==> src/rtl/ga_pkg.sv <==
// Shared GA coprocessor types: request/response payloads, function codes and the
// scheduler FSM encoding.
package ga_pkg;

    localparam int unsigned GA_SCHED_MAX_REQ = 8;

    typedef enum logic [3:0] {
        GA_FUNCT_ADD = 4'h0,
        GA_FUNCT_SUB = 4'h1,
        GA_FUNCT_MUL = 4'h2,
        GA_FUNCT_GP  = 4'h3
    } ga_funct_e;

    typedef struct packed {
        logic        valid;
        ga_funct_e   funct;
        logic [31:0] op_a;
        logic [31:0] op_b;
        logic [3:0]  tag;
    } ga_req_t;

    typedef struct packed {
        logic        valid;
        logic        busy;
        logic        error;
        logic [31:0] result;
    } ga_resp_t;

    typedef enum logic [1:0] {
        GA_SCHED_IDLE,
        GA_SCHED_ISSUE,
        GA_SCHED_WAIT,
        GA_SCHED_RESP
    } ga_sched_state_e;

endpackage

==> src/rtl/ga_rr_arbiter.sv <==
// Round-robin arbiter: first valid requester at or above rr_ptr_i, with wrap.
// Purely combinational; returns a one-hot grant, the winner index and an any-valid flag.
module ga_rr_arbiter #(
    parameter int unsigned NumReq = 2,
    parameter int unsigned IdxW   = 1
) (
    input  logic [NumReq-1:0] valid_i,
    input  logic [IdxW-1:0]   rr_ptr_i,
    output logic [NumReq-1:0] gnt_o,
    output logic [IdxW-1:0]   idx_o,
    output logic              any_o
);

    // Scan NumReq positions starting at the pointer; the first hit wins.
    always_comb begin : arb
        int unsigned j;
        logic [IdxW-1:0] k;
        gnt_o = '0;
        idx_o = '0;
        any_o = 1'b0;
        j     = 0;
        k     = '0;
        for (int unsigned i = 0; i < NumReq; i++) begin
            j = 32'(rr_ptr_i) + i;
            if (j >= NumReq) begin
                j = j - NumReq;
            end
            k = IdxW'(j);
            if (!any_o && valid_i[k]) begin
                any_o    = 1'b1;
                gnt_o[k] = 1'b1;
                idx_o    = k;
            end
        end
    end

endmodule

==> src/rtl/ga_cop_scheduler.sv <==
// Shares one ga_coprocessor between NumReq requesters with round-robin arbitration,
// one operation in flight, and the response routed to the granted requester only.
// Optional watchdog: define GA_SCHED_TIMEOUT_EN to turn a stuck WAIT into an error response.
module ga_cop_scheduler
    import ga_pkg::*;
#(
    parameter int unsigned NumReq        = 2,
    parameter int unsigned TimeoutCycles = 64,
    parameter int unsigned CntWidth      = 8
) (
    input  logic                  clk_i,
    input  logic                  rst_ni,
    input  logic [NumReq-1:0]     req_valid_i,
    output logic [NumReq-1:0]     req_ready_o,
    input  ga_req_t [NumReq-1:0]  req_i,
    output logic [NumReq-1:0]     rsp_valid_o,
    input  logic [NumReq-1:0]     rsp_ready_i,
    output ga_resp_t              rsp_o,
    output ga_req_t               cop_req_o,
    input  ga_resp_t              cop_resp_i,
    output logic                  sched_busy_o,
    output logic                  timeout_o
);

    localparam int unsigned IdxW = (NumReq > 1) ? $clog2(NumReq) : 1;

    if (NumReq < 2 || NumReq > GA_SCHED_MAX_REQ) begin : g_bad_num_req
        $error("ga_cop_scheduler: NumReq out of range");
    end
    if ((2 ** CntWidth) <= TimeoutCycles) begin : g_bad_cnt_width
        $error("ga_cop_scheduler: CntWidth too narrow for TimeoutCycles");
    end

    ga_sched_state_e   state_q, state_d;
    logic [IdxW-1:0]   rr_q, rr_d;
    logic [IdxW-1:0]   gnt_q, gnt_d;
    ga_req_t           cop_req_q, cop_req_d;
    ga_resp_t          rsp_q, rsp_d;
    logic              cop_valid_q;
    logic              busy_q;
    logic [NumReq-1:0] rsp_valid_q, rsp_valid_d;

    logic [NumReq-1:0] arb_gnt;
    logic [IdxW-1:0]   arb_idx;
    logic              arb_any;

    ga_rr_arbiter #(
        .NumReq (NumReq),
        .IdxW   (IdxW)
    ) u_arb (
        .valid_i  (req_valid_i),
        .rr_ptr_i (rr_q),
        .gnt_o    (arb_gnt),
        .idx_o    (arb_idx),
        .any_o    (arb_any)
    );

`ifdef GA_SCHED_TIMEOUT_EN
    logic [CntWidth-1:0] cnt_q, cnt_d;
    logic                timeout_q, timeout_d;

    // Watchdog counter: cleared while issuing, counts every WAIT cycle.
    always_comb begin
        cnt_d = cnt_q;
        if (state_q == GA_SCHED_ISSUE) begin
            cnt_d = '0;
        end else if (state_q == GA_SCHED_WAIT) begin
            cnt_d = cnt_q + 1'b1;
        end
    end

    // Watchdog state registers.
    always_ff @(posedge clk_i) begin
        if (!rst_ni) begin
            cnt_q     <= '0;
            timeout_q <= 1'b0;
        end else begin
            cnt_q     <= cnt_d;
            timeout_q <= timeout_d;
        end
    end

    assign timeout_o = timeout_q;
`else
    assign timeout_o = 1'b0;
`endif

    // Next-state logic, arbitration in IDLE and response capture.
    always_comb begin
        state_d     = state_q;
        rr_d        = rr_q;
        gnt_d       = gnt_q;
        cop_req_d   = cop_req_q;
        rsp_d       = rsp_q;
        req_ready_o = '0;
`ifdef GA_SCHED_TIMEOUT_EN
        timeout_d   = 1'b0;
`endif
        case (state_q)
            GA_SCHED_IDLE: begin
                if (arb_any && !cop_resp_i.busy) begin
                    req_ready_o = arb_gnt;
                    cop_req_d   = req_i[arb_idx];
                    gnt_d       = arb_idx;
                    rr_d        = (arb_idx == IdxW'(NumReq - 1)) ? '0 : arb_idx + 1'b1;
                    state_d     = GA_SCHED_ISSUE;
                end
            end
            GA_SCHED_ISSUE: state_d = GA_SCHED_WAIT;
            GA_SCHED_WAIT: begin
                // A real response beats a watchdog expiry in the same cycle.
                if (cop_resp_i.valid) begin
                    rsp_d   = cop_resp_i;
                    state_d = GA_SCHED_RESP;
                end
`ifdef GA_SCHED_TIMEOUT_EN
                else if (cnt_q == CntWidth'(TimeoutCycles - 1)) begin
                    rsp_d       = '0;
                    rsp_d.error = 1'b1;
                    timeout_d   = 1'b1;
                    state_d     = GA_SCHED_RESP;
                end
`endif
            end
            GA_SCHED_RESP: begin
                if (rsp_ready_i[gnt_q]) begin
                    state_d = GA_SCHED_IDLE;
                end
            end
            default: state_d = GA_SCHED_IDLE;
        endcase
        rsp_valid_d = (state_d == GA_SCHED_RESP) ? (NumReq'(1) << gnt_d) : '0;
    end

    // State and registered outputs, derived from the next state so they line up with it.
    always_ff @(posedge clk_i) begin
        if (!rst_ni) begin
            state_q     <= GA_SCHED_IDLE;
            rr_q        <= '0;
            gnt_q       <= '0;
            cop_req_q   <= '0;
            rsp_q       <= '0;
            cop_valid_q <= 1'b0;
            busy_q      <= 1'b0;
            rsp_valid_q <= '0;
        end else begin
            state_q     <= state_d;
            rr_q        <= rr_d;
            gnt_q       <= gnt_d;
            cop_req_q   <= cop_req_d;
            rsp_q       <= rsp_d;
            cop_valid_q <= (state_d == GA_SCHED_ISSUE);
            busy_q      <= (state_d != GA_SCHED_IDLE);
            rsp_valid_q <= rsp_valid_d;
        end
    end

    // Latched payload with the valid bit owned by the FSM.
    always_comb begin
        cop_req_o       = cop_req_q;
        cop_req_o.valid = cop_valid_q;
    end

    assign rsp_o        = rsp_q;
    assign rsp_valid_o  = rsp_valid_q;
    assign sched_busy_o = busy_q;

endmodule
==> config.mk <==
export PLATFORM = sky130hd
export DESIGN_NAME = ga_cop_scheduler
export DESIGN_NICKNAME = d
export VERILOG_FILES = /design/src/rtl/ga_pkg.sv /design/src/rtl/ga_rr_arbiter.sv /design/src/rtl/ga_cop_scheduler.sv
export SDC_FILE = /design/constraint.sdc
export NUM_CORES = 1
export LEC_CHECK = 0
export ABC_CLOCK_PERIOD_IN_PS = 1700
export BUFFER_PORTS_ARGS = -buffer_cell sky130_fd_sc_hd__buf_2
export CAP_MARGIN = 10
export CORE_AREA = 2 2 117 119
export CTS_BUF_LIST = sky130_fd_sc_hd__clkbuf_8 sky130_fd_sc_hd__clkbuf_16
export CTS_CLUSTER_SIZE = 30
export DETAILED_ROUTE_END_ITERATION = 12
export DIE_AREA = 0 0 119 121
export PLACE_DENSITY_LB_ADDON = 0.1
export SYNTH_ARGS = -nofsm -noshare
export SYNTH_HDL_FRONTEND = slang
export SYNTH_SLANG_ARGS = --single-unit
==> constraint.sdc <==
create_clock -name clk_i -period 1.7 [get_ports clk_i]
set_input_delay 0.34 -clock clk_i [delete_from_list [all_inputs] [get_ports clk_i]]
set_output_delay 0.34 -clock clk_i [all_outputs]
set_load 0.05 [all_outputs]
==> summary.md <==
| Metric | Value |
|---|---|
| Top-count cell post-synth | dfxtp_1 |
| Fraction of layout cells with a size suffix above 1 | 0.407 |
| Commonest register cell after synthesis | dfxtp_1 |
| Root Driver | clkbuf_16 |
| Clock power share | 0.428 |
| Post-synth top area cell | dfxtp_1 |
| YS warnings | 0 |
| # setup viols final | 2 |
| Flop pwr share | 0.351 |
| Die Span X | 119 µm |
| Pleak | 0.00315 µW |
| Fin crit share | 1.03 |
| 1st-pass router iterations | 5 |
| CP bufs+invs | 2 |
| Clock slew at reported path FFs | 0.05 ns |
| Rel. slew slack | 0.628 |
| I/O Pins | 301 |
| CP cell instances | nor3_4, buf_6, and2_4, buf_8 |
| Final nets | 1,070 |
| Switching part of the total power | 0.309 |
| Crit Path Max Fanout | 3 |
| Failing checks | negative setup slack |
| Ranking of synthesized cells by area | dfxtp_1 46%, a31oi_1 9.0%, nand4_1 9.0%, o21ai_1 7.5%, nand3_1 7.4% |
| Clock Skew | 0.00875 ns |
| Status | finished, violations left |
| Post-synth ARST share | 0 |
| Cell-internal power | 5830 µW |
| Synth cell types | 34 |
| Crit path time final | 1.75 ns |
| Syn_nets | 805 |
| Via count | 5,911 |
| Critical Path RT | 1.36 ns |
| Final WL | 17.7 mm |
| H-tree depth | 4 |
| Peak supply drop | 0.486 mV |
| Slowest CP cell | dfxtp_4 |
| DP Area | 6600 µm² |
| Worst Tran Pin Value | 0.559 ns |
| Crit start category | flop |
| Seq cells post-synth | 115 |
| Crit end category | primary output |
| Crit path arrival time | 1.41 ns |
| CTS tree | done |
| Final core area utilization | 0.554 |
| Average wire per standard cell | 16.5 µm |
| Hold Path Class | input port to flop |
| Synthesized area per cell | 8.10 µm² |
| First-pass GRT wire length | 27.9 mm |
| Clk sinks | 115 |
| Pwr dens | 1160 nW/µm² |
| Sequential share of the synthesized area | 0.460 |
| Iter 0 DRT Violations | 427 |
| DR vias/cell | 5.51 |
| Gate count of the mapped netlist | 618 |
| Post-synth EDFFs | 0 |
| Core area | 13,100 µm² |
| Max Fclk | 572 MHz |
| Starting Density | 0.383 |
| Clk buf depth | 2 |
| Area Growth Syn to Fin | 44.9% |
| Diodes inserted | 0 |
| Synth top cells by count | 115 x dfxtp_1, 75 x o21ai_1, 74 x nand3_1 |
| Port-buffer cells | 297 |
| DIE HEIGHT | 121 µm |
| Area share of the largest cell type after synthesis | 0.460 |
| Final worst slack | -0.0477 ns |
| Combinational Power Share | 0.221 |
| Final Cell Area | 7250 µm² |
| Fin. Hold Viols | 0 |
| GRT Overall Usage | 0.240 |
| Die area | 14,400 µm² |
| Psw | 2610 µW |
| DRC | 0 |
| CTS buffer count | 17 |
| DP HPWL | 11.9 mm |
| Fin. max-slew vios | 0 |
| Gr ovfl total | 0 |
| Filler instances | 1,268 |
| Final GP Congestion | 0.813 |
| # Max-Cap Violations | 0 |
| Vias in the first global route | 5,597 |
| Setup CP Type | flop to primary output |
| Worst skew pair latency | 0.41 ns |
| Post-route ant nets | 0 |
| Num rows | 42 |
| CP delay by family, top | simple AND/OR/NAND/NOR gates |
| Pin count of the biggest net entering global routing | 73 |
| Initial antenna violation count | 0 |
| RSZ-0062 raised after global routing | true |
| CP peak stage delay | 0.35 ns |
| Cell area after synthesis | 5010 µm² |
==> sequential cells by signal, summed over array words and instances, names as in the netlist <==
register      count
cop_req_o        72
rsp_o            35
rsp_valid_o       2
state_q           2
cop_valid_q       1
gnt_q             1
rr_q              1
sched_busy_o      1
==> area by class of cell <==
cell class | instances | area, µm² | share of cell area
Sequential cell | 115 | 2310 | 0.318
Inverter | 3 | 12.5 | 0.00172
Timing Repair Buffer | 322 | 1820 | 0.251
Clock inverter | 12 | 138 | 0.0190
Tap cell | 176 | 220 | 0.0304
Multi-Input combinational cell | 424 | 2290 | 0.316
Clock buffer | 20 | 467 | 0.0643
==> metrics by stage <==
| step | setup TNS (ns) | worst slack, ns | instances | hold slack [ns] | power, µW |
|---|---|---|---|---|---|
| floorplan | 0 | 0.0269 | 618 | 0.476 | 4280 |
| global placement | 0 | 0.0533 | 1037 | 0.439 | 4820 |
| detailed placement | 0 | 0.0330 | 1037 | 0.446 | 4860 |
| CTS | -0.114 | -0.0697 | 1072 | 0.150 | 8500 |
| global route | -0.200 | -0.105 | 1072 | 0.167 | 8780 |
| finish | -0.0776 | -0.0477 | 1072 | 0.168 | 8440 |
==> worst paths after layout <==
check | from | cells after the start | end | slack (ns)
max | state_q[0] | 4 | req_ready_o[0] | -0.05
min | cop_resp_i[1] | 3 | rsp_o[1] | 0.17
max reg2reg | state_q[0] | 6 | cop_req_o[59] | 0.11
min reg2reg | rsp_o[8] | 2 | rsp_o[8] | 0.45
==> power groups by stage <==
stage	registers, µW	clock network, µW	logic, µW
3_3_place_gp	3010	0	1810
5_1_grt	2980	3810	1990
2_1_floorplan	3580	0	708
4_1_cts	2960	3670	1860
6_report	2960	3610	1860
3_5_place_dp	3020	0	1840
==> cell families after synthesis <==
group	share of synthesized area
buffers and inverters	0.0880
DFF	0.460
and+or+nand+nor	0.240
muxes	0.00200
AOI/OAI and AO/OA	0.210
other	0.000749
==> timing repair <==
action | CTS | global route
gates resized for setup | 9 | 2
buffers inserted | 3 | 0
hold buffers | 0 | 0
pin swaps | 1 | 0
endpoints found under the setup margin | 2 | 5
==> placed cells by master (no fill, tap or decap), types with 2 or more instances in the layout <==
cell | netlist | final
nor2_1 | 2 | 2
nor3_1 | 2 | 2
buf_12 | 0 | 10
bufinv_16 | 0 | 3
a21oi_1 | 37 | 37
nor2b_1 | 2 | 2
buf_6 | 1 | 2
clkinv_2 | 0 | 6
clkinvlp_4 | 0 | 2
dfxtp_1 | 115 | 113
o21ai_1 | 75 | 75
nand4_1 | 72 | 72
or2_2 | 2 | 2
clkbuf_16 | 0 | 17
inv_1 | 2 | 3
a31oi_1 | 72 | 72
buf_4 | 7 | 14
clkbuf_8 | 0 | 3
nand3_1 | 74 | 74
buf_2 | 25 | 295
nand2_1 | 71 | 71
==> tightest hold or removal path, stage by stage <==
cell and delay (ns):
buf_2 0.09, nand2_1 0.04, a21oi_1 0.05
==> layer usage <==
metal  GRT usage  routed length [µm]  share of wire  vias up
li1            -                   -              -     2830
met1       0.288                7080           0.40     2754
met2       0.394                8480           0.48      279
met3      0.0653                1470          0.083       48
met4       0.121                 673          0.038        0
met5           0                   0              0        -
(Power assumes the default switching activity.)
